$ cat src/rtl/serial_compare_scheduler.sv
// Round-robin scheduler that shares one MSB-first bit-serial magnitude comparator
// between N_REQ requesters and returns a tagged one-hot less/equal/greater result.
module serial_compare_scheduler #(
  parameter int unsigned N_REQ = 2,
  parameter int unsigned W     = 8,
  parameter int unsigned ID_W  = $clog2(N_REQ)
) (
  input  logic               clk,
  input  logic               rst,
  input  logic [N_REQ-1:0]   req_valid,
  output logic [N_REQ-1:0]   req_ready,
  input  logic [N_REQ*W-1:0] req_a,
  input  logic [N_REQ*W-1:0] req_b,
  output logic               res_valid,
  input  logic               res_ready,
  output logic [ID_W-1:0]    res_id,
  output logic               res_less,
  output logic               res_eq,
  output logic               res_greater
);

  localparam int unsigned CntW = (W > 1) ? $clog2(W) : 1;

  typedef enum logic [1:0] {StIdle, StShift, StDone} state_e;
  typedef enum logic [1:0] {CmpEq, CmpLess, CmpGreater} cmp_e;

  state_e            r_state, w_state_d;
  cmp_e              r_cmp, w_cmp_d, w_cmp_bit;
  logic [W-1:0]      r_a, w_a_d;
  logic [W-1:0]      r_b, w_b_d;
  logic [ID_W-1:0]   r_id, w_id_d;
  logic [ID_W-1:0]   r_last_grant, w_last_grant_d;
  logic [CntW-1:0]   r_cnt, w_cnt_d;
  logic              w_found;
  logic [ID_W-1:0]   w_grant;

  // Search starts one past the last winner and wraps, giving round-robin fairness.
  always_comb begin
    w_found = 1'b0;
    w_grant = '0;
    for (int unsigned k = 1; k <= N_REQ; k++) begin
      int unsigned idx;
      idx = (32'(r_last_grant) + k) % N_REQ;
      if (!w_found && req_valid[idx]) begin
        w_found = 1'b1;
        w_grant = ID_W'(idx);
      end
    end
  end

  always_comb begin
    req_ready = '0;
    if (!rst && (r_state == StIdle) && w_found) begin
      req_ready[w_grant] = 1'b1;
    end
  end

  // Once a bit differs the verdict is sticky; later bits cannot override it.
  always_comb begin
    w_cmp_bit = r_cmp;
    if (r_cmp == CmpEq) begin
      if (r_a[W-1] && !r_b[W-1]) begin
        w_cmp_bit = CmpGreater;
      end else if (!r_a[W-1] && r_b[W-1]) begin
        w_cmp_bit = CmpLess;
      end
    end
  end

  always_comb begin
    w_state_d      = r_state;
    w_cmp_d        = r_cmp;
    w_a_d          = r_a;
    w_b_d          = r_b;
    w_id_d         = r_id;
    w_last_grant_d = r_last_grant;
    w_cnt_d        = r_cnt;
    unique case (r_state)
      StIdle: begin
        if (w_found) begin
          w_a_d          = req_a[32'(w_grant)*W +: W];
          w_b_d          = req_b[32'(w_grant)*W +: W];
          w_id_d         = w_grant;
          w_last_grant_d = w_grant;
          w_cnt_d        = CntW'(W - 1);
          w_cmp_d        = CmpEq;
          w_state_d      = StShift;
        end
      end
      StShift: begin
        w_a_d   = r_a << 1;
        w_b_d   = r_b << 1;
        w_cmp_d = w_cmp_bit;
        if (r_cnt == '0) begin
          w_state_d = StDone;
        end else begin
          w_cnt_d = r_cnt - 1'b1;
        end
      end
      StDone: begin
        if (res_ready) begin
          w_state_d = StIdle;
        end
      end
      default: w_state_d = StIdle;
    endcase
  end

  always_ff @(posedge clk) begin
    if (rst) begin
      r_state      <= StIdle;
      r_cmp        <= CmpEq;
      r_a          <= '0;
      r_b          <= '0;
      r_id         <= '0;
      r_last_grant <= ID_W'(N_REQ - 1);
      r_cnt        <= '0;
    end else begin
      r_state      <= w_state_d;
      r_cmp        <= w_cmp_d;
      r_a          <= w_a_d;
      r_b          <= w_b_d;
      r_id         <= w_id_d;
      r_last_grant <= w_last_grant_d;
      r_cnt        <= w_cnt_d;
    end
  end

  assign res_valid   = (r_state == StDone);
  assign res_id      = res_valid ? r_id : '0;
  assign res_less    = res_valid && (r_cmp == CmpLess);
  assign res_eq      = res_valid && (r_cmp == CmpEq);
  assign res_greater = res_valid && (r_cmp == CmpGreater);

endmodule
$ cat config.mk
export PLATFORM = sky130hd
export DESIGN_NAME = serial_compare_scheduler
export DESIGN_NICKNAME = d
export VERILOG_FILES = /design/src/rtl/serial_compare_scheduler.sv
export SDC_FILE = /design/constraint.sdc
export NUM_CORES = 1
export LEC_CHECK = 0
export BUFFER_PORTS_ARGS = -buffer_cell sky130_fd_sc_hd__buf_4
export CORE_ASPECT_RATIO = 0.9
export CORE_MARGIN = 4
export CORE_UTILIZATION = 55
export DETAILED_ROUTE_END_ITERATION = 6
export GPL_ROUTABILITY_DRIVEN = 0
export GPL_TIMING_DRIVEN = 0
export PLACE_DENSITY_LB_ADDON = 0.12
export SETUP_SLACK_MARGIN = 0.15
export SLEW_MARGIN = 20
export SYNTH_ARGS = -nofsm -noshare
export SYNTH_HDL_FRONTEND = slang
export SYNTH_SLANG_ARGS = --single-unit
$ cat constraint.sdc
create_clock -name clk -period 3.8 [get_ports clk]
set_clock_uncertainty 0.2 [all_clocks]
set_input_delay 0.38 -clock clk [delete_from_list [all_inputs] [get_ports clk]]
set_output_delay 0.38 -clock clk [all_outputs]
set_load 0.05 [all_outputs]
* Word level (Yosys, flattened, before mapping) *
Index checks and enable logic that the tools add are counted.

word-level totals
  register bits = 25
  input bits = 37
  output and inout port bits = 7
  word-level logic and storage cells = 76

cells by class
  add/sub/neg operators = 3
  $lt $le $gt $ge = 4
  equality and inequality tests = 10
  shift-type cells = 2
  muxes and demuxes = 28
  reductions and logical operators = 22

operators by type and width
  cell                   number
  $pmux W8 S2            2
  $shiftx A16 B5 Y8      2
  $mux W2                8
  $mux W8                2
  $mux W1                10
  $logic_and A1 B1 Y1    9
  $ne A2 B2 Y1 const B   4
  $lt A1 B2 Y1 const B   3
  $mux W3                2
  $pmux W2 S3            1
  $pmux W3 S2            1
  $reduce_and A3 Y1      2
  $eq A2 B1 Y1 const B   2
  $eq A2 B2 Y1 const B   2
  $logic_not A1 Y1       4
  $logic_not A2 Y1       2
  $pmux W2 S2            1
  $reduce_and A2 Y1      2
  $reduce_and A4 Y1      1
  $logic_not A3 Y1       1
  $ne A3 B3 Y1 const B   1
  $sub A3 B1 Y3 const B  1
  $add A1 B1 Y1 const B  2
  $ne A2 B1 Y1 const B   1
  other kinds (3)        3

* Longest topological paths before layout *
Gate-level depths: netlist (run 1).

  depth in word-level cells = 12
  gate-level depth with buffers = 6
  mapped depth without buffers = 6

* Worst setup path before layout (run 1) *
No wires, ideal clock.

  kind = input to output
  from = in req_valid[1]
  to = out req_ready[1]
  arrival time = 2.147 ns
  setup slack = 1.073 ns
  stages on the path = 4
  path buffers = 2
  cells stage by stage = a21boi_1 buf_4 buf_2 nor3b_1

on the way
  longest elaborated chain between the ends = 11
  elaborated cells on any way between the ends = 17
  those cells by class = 2 x order compare; 11 x mux; 4 x reduce/logical

RTL lines
  item                                                                RTL line  RTL
  from (decl)                                                         10        input logic [N_REQ-1:0] req_valid,
  $mux W1 (implied by the code) (2 in series)                         44        if (!w_found && req_valid[idx]) begin
  $mux W1                                                             44
  $logic_not A1 Y1                                                    44
  $logic_and A1 B1 Y1                                                 44
  $mux W1                                                             44
  $lt A1 B2 Y1 (implied by the code) or $ge A1 B1 Y1 (tied branches)  54        req_ready[w_grant] = 1'b1;
  $logic_and A1 B1 Y1 (implied by the code)                           54
  $mux W1 (implied by the code)                                       54
  $demux W1 S1                                                        54
  $mux W2 *                                                           53        if (!rst && (r_state == StIdle) && w_found) begin
  to (decl)                                                           11        output logic [N_REQ-1:0] req_ready,

Mark *: on every way between the ends. The rest lies on a longest branch, timed or not. The select of a mux whose other input is x is not followed.

* Worst setup path after layout (run 1) *
  from = reg r_state[1]
  to = out req_ready[0]

on the way
  longest elaborated chain between the ends = 4

RTL lines
  item                               RTL line  RTL
  from (decl)                        27        state_e r_state, w_state_d;
  from (signal assigned)             111       r_state <= StIdle;
  from (signal assigned)             119       r_state <= w_state_d;
  $logic_not A2 Y1                   53
  $logic_and A1 B1 Y1 (2 in series)  53
  $mux W2                            53

Every way passes these cells.

==> qor.yml, run 1 <==
final_layout:
  drive_above_1_share: 0.2843
  fillers: 197
  nets: 244
  num_antenna_cells: 0
  area_growth_syn_to_layout_pct: 25.81
synthesis:
  ys_ff_latch: 25
  ys_top_cells_by_count: "25 x dfxtp_1, 15 x and2_1, 14 x a211oi_1, 14 x and3b_1, 14 x mux2i_1"
  synth_cells: 158
  seq_area_frac_synth: 0.3431
  async_flop_share: 0
  synth.top_cell.area_share: 0.3431
  ys_types: 37
  synth_area_leader_cell: "dfxtp_1"
  yosysMostFrequentCell: "dfxtp_1"
  netlist_area_um2: 1459
  syn-num-nets: 197
  yosys-top-cells-area: "dfxtp_1 34%, mux2i_1 9.6%, and3b_1 8.4%"
  synth-edff-count: 0
  yosys_warnings: 0
  synth_ff_type: "dfxtp_1"
  avgSynthCellArea_um2: 9.234
sta:
  fin_ws_ns: 1.274
  whs_ns: 0.1165
  fin_crit_ns: 2.526
  final.setup.tns_ns: 0
  hold_viol_final: 0
  post-route-period-util: 0.6647
  setup_viol: 0
  fmaxAchievable_mhz: 395.9
  slew_headroom: 0.6528
  rsz0062_at_grt: "false"
  worst_pin_slew_ns: 0.5208
  timing.final.max_slew_violations: 0
die:
  fp.dieH_um: 56.86
  die_area_um2: 3542
  row_count: 17
  core_area_um2: 2489
  start_util: 0.5862
  die_width_um: 62.29
  io_pins: 44
clocking:
  insertion_delay_ns: 0.34
  cts_resized: 0
  cts-root-buf: "clkbuf_4"
  cts_tree: "yes"
  numCtsBuffers: 3
  cts_hold_buf: 0
  clock_sinks: 25
  postCtsSetupRepairBufs: 0
  clockBufferDepth: 2
  h-tree-depth: 1
  cts.clk_slew.worst_paths_ns: 0.15
placement:
  dp_slack_ns: 1.579
  io_buffer_count: 42
  hpwl_um: 2712
setup_path:
  crit_path_start_kind: "flop"
  worstPathRequired_ns: 3.22
  cp_max_fo: 10
  arrival_ns: 1.95
  worstSetupPathType: "flop to output pin"
  end_kind: "output pin"
min_path:
  hp-class: "input pin to flop"
routing:
  wl_um: 3669
  via_count: 1404
  drc: 0
  wl_per_cell_um: 15.81
  drtIter0Drc: 55
  dr.pass1.iters: 4
  ant_nets: 0
  avgViaCountPerCell: 6.052
global_route:
  grt_pass1_vias: 1415
  antenna_found_initial: 0
  grt_start_max_net_pins: 14
  grt_pass1_wl_um: 6106
  track_usage: 0.2099
  overflow: 0
pwr:
  ir_worst_vdd_v: 0.0003133
  total_power_uw: 690.1
  p_leak_nw: 0.8203
  power.density_nw_per_um2: 376.0
job:
  max-cap-violations: 0
run_status:
  status: "completed"
worst max-delay path: stages, from the launching register on:
cell and delay, ns:
dfxtp_1 0.42, or2_4 0.29, or3_1 0.33, buf_6 0.15, buf_6 0.14, nor2_1 0.09, buf_4 0.20
per-stage QoR:
step | cell area [µm²] | utilization | instances
after detailed placement | 1809 | 0.7270 | 228
after global routing | 1836 | 0.7376 | 232
after floorplan | 1459 | - | 158
final | 1836 | 0.7376 | 232
after global placement | 1809 | 0.7270 | 228
after CTS | 1836 | 0.7376 | 232
area by class of cell:
type	instances	area, µm²	share of cell area
Multi-Input combinational cell	116	874.6	0.4765
Sequential cell	25	500.5	0.2727
Timing Repair Buffer	42	315.3	0.1718
Buffer	13	68.82	0.03749
Tap cell	28	35.03	0.01909
Clock buffer	4	26.28	0.01431
Inverter	4	15.01	0.008180
sequential cells by signal, summed over array words and instances (netlist names):
| signal | count |
|---|---|
| r_cnt | 3 |
| r_state | 2 |
| r_cmp | 2 |
| r_id | 1 |
| r_b | 8 |
| r_last_grant | 1 |
| r_a | 8 |
path summary, 6_finish.rpt:
path	startpoint	to	slack (ns)	cells past startpoint
worst min register to register	r_id$_SDFFE_PP0P_	r_id$_SDFFE_PP0P_	0.30	2
worst max-delay path	r_state[1]$_SDFFE_PP0P_	req_ready[0]	1.27	6
worst min-delay path	req_b[3]	r_b[3]$_SDFFE_PP0P_	0.12	3
worst max register to register	r_cnt[0]$_SDFFE_PP0P_	r_cnt[1]$_SDFFE_PP0P_	1.95	6
power by group:
group	internal, mW	total, mW	switching, mW
Sequential	0.302	0.329	0.0269
Clock	0.0413	0.130	0.0888
Combinational	0.111	0.232	0.121
Total	0.454	0.690	0.236
kinds of logic (layout without fill, tap and decap cells):
kind of cell | count (synthesis) | in the layout | synth area share
AOI/OAI and AO/OA | 46 | 46 | 0.2221
DFF | 25 | 25 | 0.3431
adders and majority gates | 2 | 2 | 0.01715
and+or+nand+nor | 52 | 52 | 0.2487
muxes | 16 | 16 | 0.1115
buffers and inverters | 17 | 63 | 0.05745
placed cells by master (no fill, tap or decap), types with 2 or more instances in the layout:
cell and n:
buf_4 43, nor3b_1 3, inv_1 4, o221a_2 2, ha_1 2, o22ai_1 13, nor2_1 6, and3b_1 14
a21oi_1 6, clkbuf_1 10, o21ai_0 3, dfxtp_1 25, mux2i_1 14, nand3b_1 2, mux2_2 2, and2_1 15
clkbuf_4 3, a221oi_1 2, nand2_1 2, a211oi_1 14, buf_6 2
metal layers:
metal | GRT usage | part of all wire | vias to the layer above
li1 | - | - | 683
met1 | 0.2627 | 0.44 | 660
met2 | 0.3328 | 0.46 | 54
met3 | 0.06400 | 0.076 | 7
met4 | 0.08788 | 0.016 | 0
met5 | 0 | 0 | -
(Power assumes the default switching activity.)
==> run 2, diff against run 1 <==
- CORE_UTILIZATION: 55 -> 51
- clock period: 3.8 -> 2.49 ns (I/O delays scaled with it)
==> run 2 against run 1 <==
The flow now finishes with violations (hold timing). Core utilization decreased by 2.1 points. Non-clock buffer count increased by 9. Design area increased by 7.2%. Clock power increased by 48%. Worst hold slack got worse by 0.12 ns. Critical path type unchanged. Largest power group unchanged.
==> qor.yml, run 2 (same netlist as run 1, synthesis figures left out) <==
final_layout:
  final_common_cell: "buf_4"
  fin_cells: 253  # +9.1%
  area_growth_syn_to_layout_pct: 34.91
  seqCellArea_um2: 505.5  # +1.0%
  mostFrequentLayoutCells: "43 x buf_4, 23 x dfxtp_1, 15 x and2_1"
  drive_above_1_share: 0.3099  # +0.02555
  fillers: 215  # +9.1%
  nets: 253  # +3.7%
  num_antenna_cells: 0  # unchanged
  multi_input_area_um2: 892.1  # +2.0%
  largestRegisters: "r_a (8), r_b (8), r_cnt (3)"
  postLayoutCellArea_um2: 1968  # +7.2%
clocking:
  numCtsBuffers: 3  # unchanged
  h-tree-depth: 1  # unchanged
  cts_tree: "yes"
  cts-root-buf: "clkbuf_4"
  cts.clk_slew.worst_paths_ns: 0.15  # about the same
  insertion_delay_ns: 0.33  # about the same
  clockBufferDepth: 2  # unchanged
  clock_sinks: 25  # unchanged
global_route:
  grt_pass1_wl_um: 6361  # +4.2%
  grt_start_max_net_pins: 15  # +1
  antenna_found_initial: 0  # unchanged
  overflow: 0  # unchanged
  grt_pass1_vias: 1429  # +0.99%
  track_usage: 0.2107  # +0.0007215
sta:
  setup_viol: 0  # unchanged
  fin_crit_ns: 2.314
  fmaxAchievable_mhz: 432.2
  whs_ns: -0.002371  # -0.1188 ns
  fin_ws_ns: 0.1763  # -1.098 ns
  final.setup.tns_ns: 0  # unchanged
  worst_pin_slew_ns: 0.5253  # +0.004573 ns
  hold_viol_final: 2  # +2
  timing.final.max_slew_violations: 0  # unchanged
  post-route-period-util: 0.9292
  rsz0062_at_grt: "true"
  slew_headroom: 0.6498  # -0.003049
setup_path:
  worstSetupPathType: "flop to output pin"
  worstPathRequired_ns: 2.04  # -1.18 ns
  crit_slowest_cell: "dfxtp_2"
  cp_max_fo: 10  # unchanged
  crit_path_start_kind: "flop"
  critPathMaxStageDelay_ns: 0.37  # -0.05 ns
  cp_common_cell: "buf_6"
  cp_num_buf_inv: 3  # unchanged
  critical-path-top-delay-family: "simple AND/OR/NAND/NOR gates"
  arrival_ns: 1.86  # -0.09 ns
  cp_cell_sequence: "or2_4 -> or3_1 -> buf_6 -> buf_6 -> nor2_2 -> buf_6"
  end_kind: "output pin"
pwr:
  ir_worst_vdd_v: 0.0002614  # -17%
  power.density_nw_per_um2: 542.0  # +44%
  p_leak_nw: 0.8657  # +5.5%
placement:
  hpwl_um: 2726  # +0.51%
  dp_cells: 240  # +5.3%
  dp_slack_ns: 0.4913  # -1.087 ns
  place_area_um2: 1839  # +1.7%
  io_buffer_count: 42  # unchanged
job:
  max-cap-violations: 0  # unchanged
min_path:
  hp-class: "input pin to flop"
routing:
  wl_um: 3777  # +2.9%
  drc: 0  # unchanged
  via_count: 1426  # +1.6%
  dr.pass1.iters: 4  # unchanged
  wl_per_cell_um: 14.93  # -5.6%
  drtIter0Drc: 53  # -3.6%
  ant_nets: 0  # unchanged
  avgViaCountPerCell: 5.636  # -6.9%
die:
  fp.dieH_um: 58.74  # +3.3%
  die_width_um: 64.38  # +3.3%
  start_util: 0.5310  # -0.05526
  core_area_um2: 2748  # +10%
  io_pins: 44  # unchanged
  die_area_um2: 3781  # +6.8%
  row_count: 18  # +1
run_status:
  status: "complete, but fails checks"
  violations: "hold timing"
run 2: metal layers:
metal | wire length [µm] | GRT usage
met1 | 1677 | 0.2562
met2 | 1882 | 0.3853
met3 | 162 | 0.03244
met4 | 55 | 0.06325
met5 | 0 | 0
run 2: path summary, 6_finish.rpt:
check / from / to / slack, ns / cells past startpoint
max: r_state[0]$_SDFFE_PP0P_ / req_ready[0] / 0.18 / 6
min: req_a[2] / r_a[2]$_SDFFE_PP0P_ / -0.002 / 3
max reg2reg: r_last_grant$_SDFFE_PP1P_ / r_b[2]$_SDFFE_PP0P_ / 0.37 / 6
min reg2reg: r_id$_SDFFE_PP0P_ / r_id$_SDFFE_PP0P_ / 0.28 / 2
run 2: area by class of cell:
class / count / area share
multi-input combinational: 116 / 0.4533
sequential: 25 / 0.2568
timing repair buffer: 51 / 0.2066
buffer: 13 / 0.03624
tap: 40 / 0.02543
clock buffer: 3 / 0.01144
inverter: 4 / 0.007629
clock inverter: 1 / 0.002543
run 2: metrics by stage:
step | power, mW | util
after CTS | 1.067 | 0.7145
after floorplan | 0.7418 | -
final | 1.067 | 0.7163
after detailed placement | 0.8601 | 0.6694
after global routing | 1.127 | 0.7163
after global placement | 0.8415 | 0.6694
run 2: power breakdown:
| group | internal, mW | leakage, nW | switching (mW) |
|---|---|---|---|
| clock | 0.0604 | 0.0177 | 0.132 |
| combinational | 0.184 | 0.641 | 0.190 |
| sequential | 0.461 | 0.207 | 0.0387 |
run 2: repair_timing:
| item | CTS | global route |
|---|---|---|
| endpoints found under the setup margin | 1 | 2 |
| hold buffers | 8 | 0 |
| endpoints found under the hold margin | 4 | 0 |
| resized for setup | 4 | 2 |
| buffers inserted | 1 | 0 |
run 2: worst register-to-register path: stages (launching register included):
cell and delay, ns:
dfxtp_1 0.35, a21boi_1 0.13, buf_4 0.23, clkbuf_4 0.27, mux2i_1 0.19, dlygate4sd3_1 0.56, o22ai_1 0.07
==> run 3, diff against run 2 <==
- ABC_AREA: not set -> 1
- CTS_CLUSTER_SIZE: not set -> 8
- clock period: 2.49 -> 2.17 ns (I/O delays scaled with it)
==> run 3 against run 2 <==
The run now ends clean. Critical path depth is 1 lower. Synthesized cell count is 65% higher. Combinational power is 40% higher. Cell count is 38% higher. Total power is 22% higher. Clock-buffer cell count is 1 higher.
==> qor.yml, run 3 <==
run_status:
  status: "completed"
pwr:
  ir_worst_vdd_v: 0.0006122  # +130%
  total_power_mw: 1.303  # +22%
  p_leak_nw: 1.048  # +21%
  power.density_nw_per_um2: 657.7  # +21%
setup_path:
  worstPathRequired_ns: 1.75  # -0.29 ns
  worstSetupPathType: "flop to output pin"
  crit_path_start_kind: "flop"
  arrival_ns: 1.49  # -0.37 ns
  cp_max_fo: 10  # unchanged
  end_kind: "output pin"
sta:
  fin_ws_ns: 0.2623  # +0.08600 ns
  setup_viol: 0  # unchanged
  timing.final.max_slew_violations: 0  # unchanged
  post-route-period-util: 0.8791
  slew_headroom: 0.7031  # +0.05337
  hold_viol_final: 0  # -2
  rsz0062_at_grt: "false"
  fmaxAchievable_mhz: 524.2
  worst_pin_slew_ns: 0.4453  # -0.08006 ns
  final.setup.tns_ns: 0  # unchanged
  fin_crit_ns: 1.908
synthesis:
  netlist_area_um2: 1544  # +5.8%
  seq_area_frac_synth: 0.3241  # -0.01890
  synth-edff-count: 0  # unchanged
  yosys_warnings: 0  # unchanged
  ys_top_cells_by_count: "64 x nand2_1, 62 x nor2_1, 30 x nand3_1"
  async_flop_share: 0  # unchanged
  syn-num-nets: 299  # +52%
  synth_area_leader_cell: "dfxtp_1"
  avgSynthCellArea_um2: 5.938  # -36%
  yosys-top-cells-area: "dfxtp_1 32%, nand2_1 16%, nor2_1 15%"
  synth_cells: 260  # +65%
  ys_ff_latch: 25  # unchanged
  synth.top_cell.area_share: 0.3241  # -0.01890
  synth_ff_type: "dfxtp_1"
  ys_types: 20  # -46%
  yosysMostFrequentCell: "nand2_1"
clocking:
  postCtsSetupRepairBufs: 0  # -1
  clockBufferDepth: 2  # unchanged
  cts-root-buf: "clkbuf_4"
  numCtsBuffers: 3  # unchanged
  cts.clk_slew.worst_paths_ns: 0.13  # -0.02 ns
  h-tree-depth: 1  # unchanged
  clock_sinks: 25  # unchanged
  cts_tree: "yes"
  insertion_delay_ns: 0.32  # about the same
final_layout:
  num_antenna_cells: 0  # unchanged
  final_util: 0.7040  # -0.01230
  fillers: 273  # +27%
  area_growth_syn_to_layout_pct: 28.36
  largestRegisters: "r_a (8), r_b (8), r_cnt (3)"
  final_common_cell: "nand2_1"
  fin_cells: 348  # +38%
  mostFrequentLayoutCells: "64 x nand2_1, 59 x nor2_1, 47 x buf_4, 30 x nand3_1, 28 x inv_1"
  drive_above_1_share: 0.2240  # -0.08583
  nets: 348  # +38%
global_route:
  overflow: 0  # unchanged
  grt_pass1_vias: 1526  # +6.8%
  grt_pass1_wl_um: 6244  # -1.8%
  antenna_found_initial: 0  # unchanged
  grt_start_max_net_pins: 14  # -1
  track_usage: 0.1998  # -0.01081
die:
  die_area_um2: 3973  # +5.1%
  row_count: 18  # unchanged
  start_util: 0.5484  # +0.01748
  fp.dieH_um: 60.20  # +2.5%
  io_pins: 44  # unchanged
  core_area_um2: 2815  # +2.5%
  die_width_um: 66  # +2.5%
routing:
  wl_um: 3725  # -1.4%
  via_count: 1661  # +16%
  drc: 0  # unchanged
  ant_nets: 0  # unchanged
  dr.pass1.iters: 4  # unchanged
  drtIter0Drc: 79  # +49%
  wl_per_cell_um: 10.70  # -28%
  avgViaCountPerCell: 4.773  # -15%
placement:
  dp_cells: 342  # +43%
  hpwl_um: 2843  # +4.3%
  dp_slack_ns: 0.4677  # -0.02354 ns
  io_buffer_count: 42  # unchanged
job:
  max-cap-violations: 0  # unchanged
min_path:
  hp-class: "input pin to flop"
-- run 3: cell count changes in the layout (fill, tap and decap cells not counted), moves of 15 or more --
cell / change
nor2_1: +54
and2_1: -15
nand3_1: +30
inv_1: +24
nand2_1: +62
-- run 3: timing repair --
item | in CTS | in global routing
hold endpoints to repair | 2 | 0
hold buffers | 2 | 0
setup endpoints to repair | 1 | 0
resized for setup | 1 | 0
-- run 3: cells by family after synthesis --
kind of cell / after synthesis / synth area share
buffers and inverters: 43 / 0.1337
AOI/OAI and AO/OA: 24 / 0.07779
DFF: 25 / 0.3241
and+or+nand+nor: 166 / 0.4481
adders and majority gates: 2 / 0.01620
-- run 3: critical path, stage by stage (launching register included) --
cell and delay [ns]:
dfxtp_1 0.38, nor2_1 0.17, nand2_1 0.11, buf_4 0.18
nor3_2 0.10, buf_4 0.22
-- run 3: path summary, 6_finish.rpt --
check / startpoint / end / slack [ns] / cells past startpoint
min reg2reg: r_cnt[2]$_SDFFE_PP0P_ / r_cnt[2]$_SDFFE_PP0P_ / 0.27 / 2
max reg2reg: r_cnt[0]$_SDFFE_PP0P_ / r_cnt[1]$_SDFFE_PP0P_ / 0.58 / 6
min: req_a[8] / r_a[0]$_SDFFE_PP0P_ / 0.007 / 5
max: r_state[0]$_SDFFE_PP0P_ / req_ready[0] / 0.26 / 5
-- run 3: power breakdown --
group | internal, mW | switching (mW) | leakage (nW)
clock | 0.0721 | 0.136 | 0.0150
sequential | 0.529 | 0.0430 | 0.207
combinational | 0.212 | 0.312 | 0.826
total | 0.813 | 0.491 | 1.05
-- run 3: per-layer routing --
layer / share of wire / GRT usage / vias up
li1: - / - / 895
met1: 0.45 / 0.2631 / 735
met2: 0.50 / 0.3443 / 29
met3: 0.042 / 0.03947 / 2
met4: 0.0030 / 0.03478 / 0
met5: 0 / 0 / -
-- run 3: final cells by class --
type | instances | area, µm² | area share
tap | 40 | 50.05 | 0.02525
sequential | 25 | 500.5 | 0.2525
clock buffer | 4 | 26.28 | 0.01326
timing repair buffer | 44 | 335.3 | 0.1692
buffer | 14 | 97.59 | 0.04924
inverter | 29 | 108.9 | 0.05492
multi-input combinational | 192 | 863.3 | 0.4356
-- run 3: through the flow --
stage | instance area, µm² | hold slack, ns
after CTS | 1982 | 0.006353
final | 1982 | 0.006556
after floorplan | 1567 | 0.1914
after global routing | 1982 | 0.05328
after detailed placement | 1932 | 0.2530
after global placement | 1932 | 0.2483
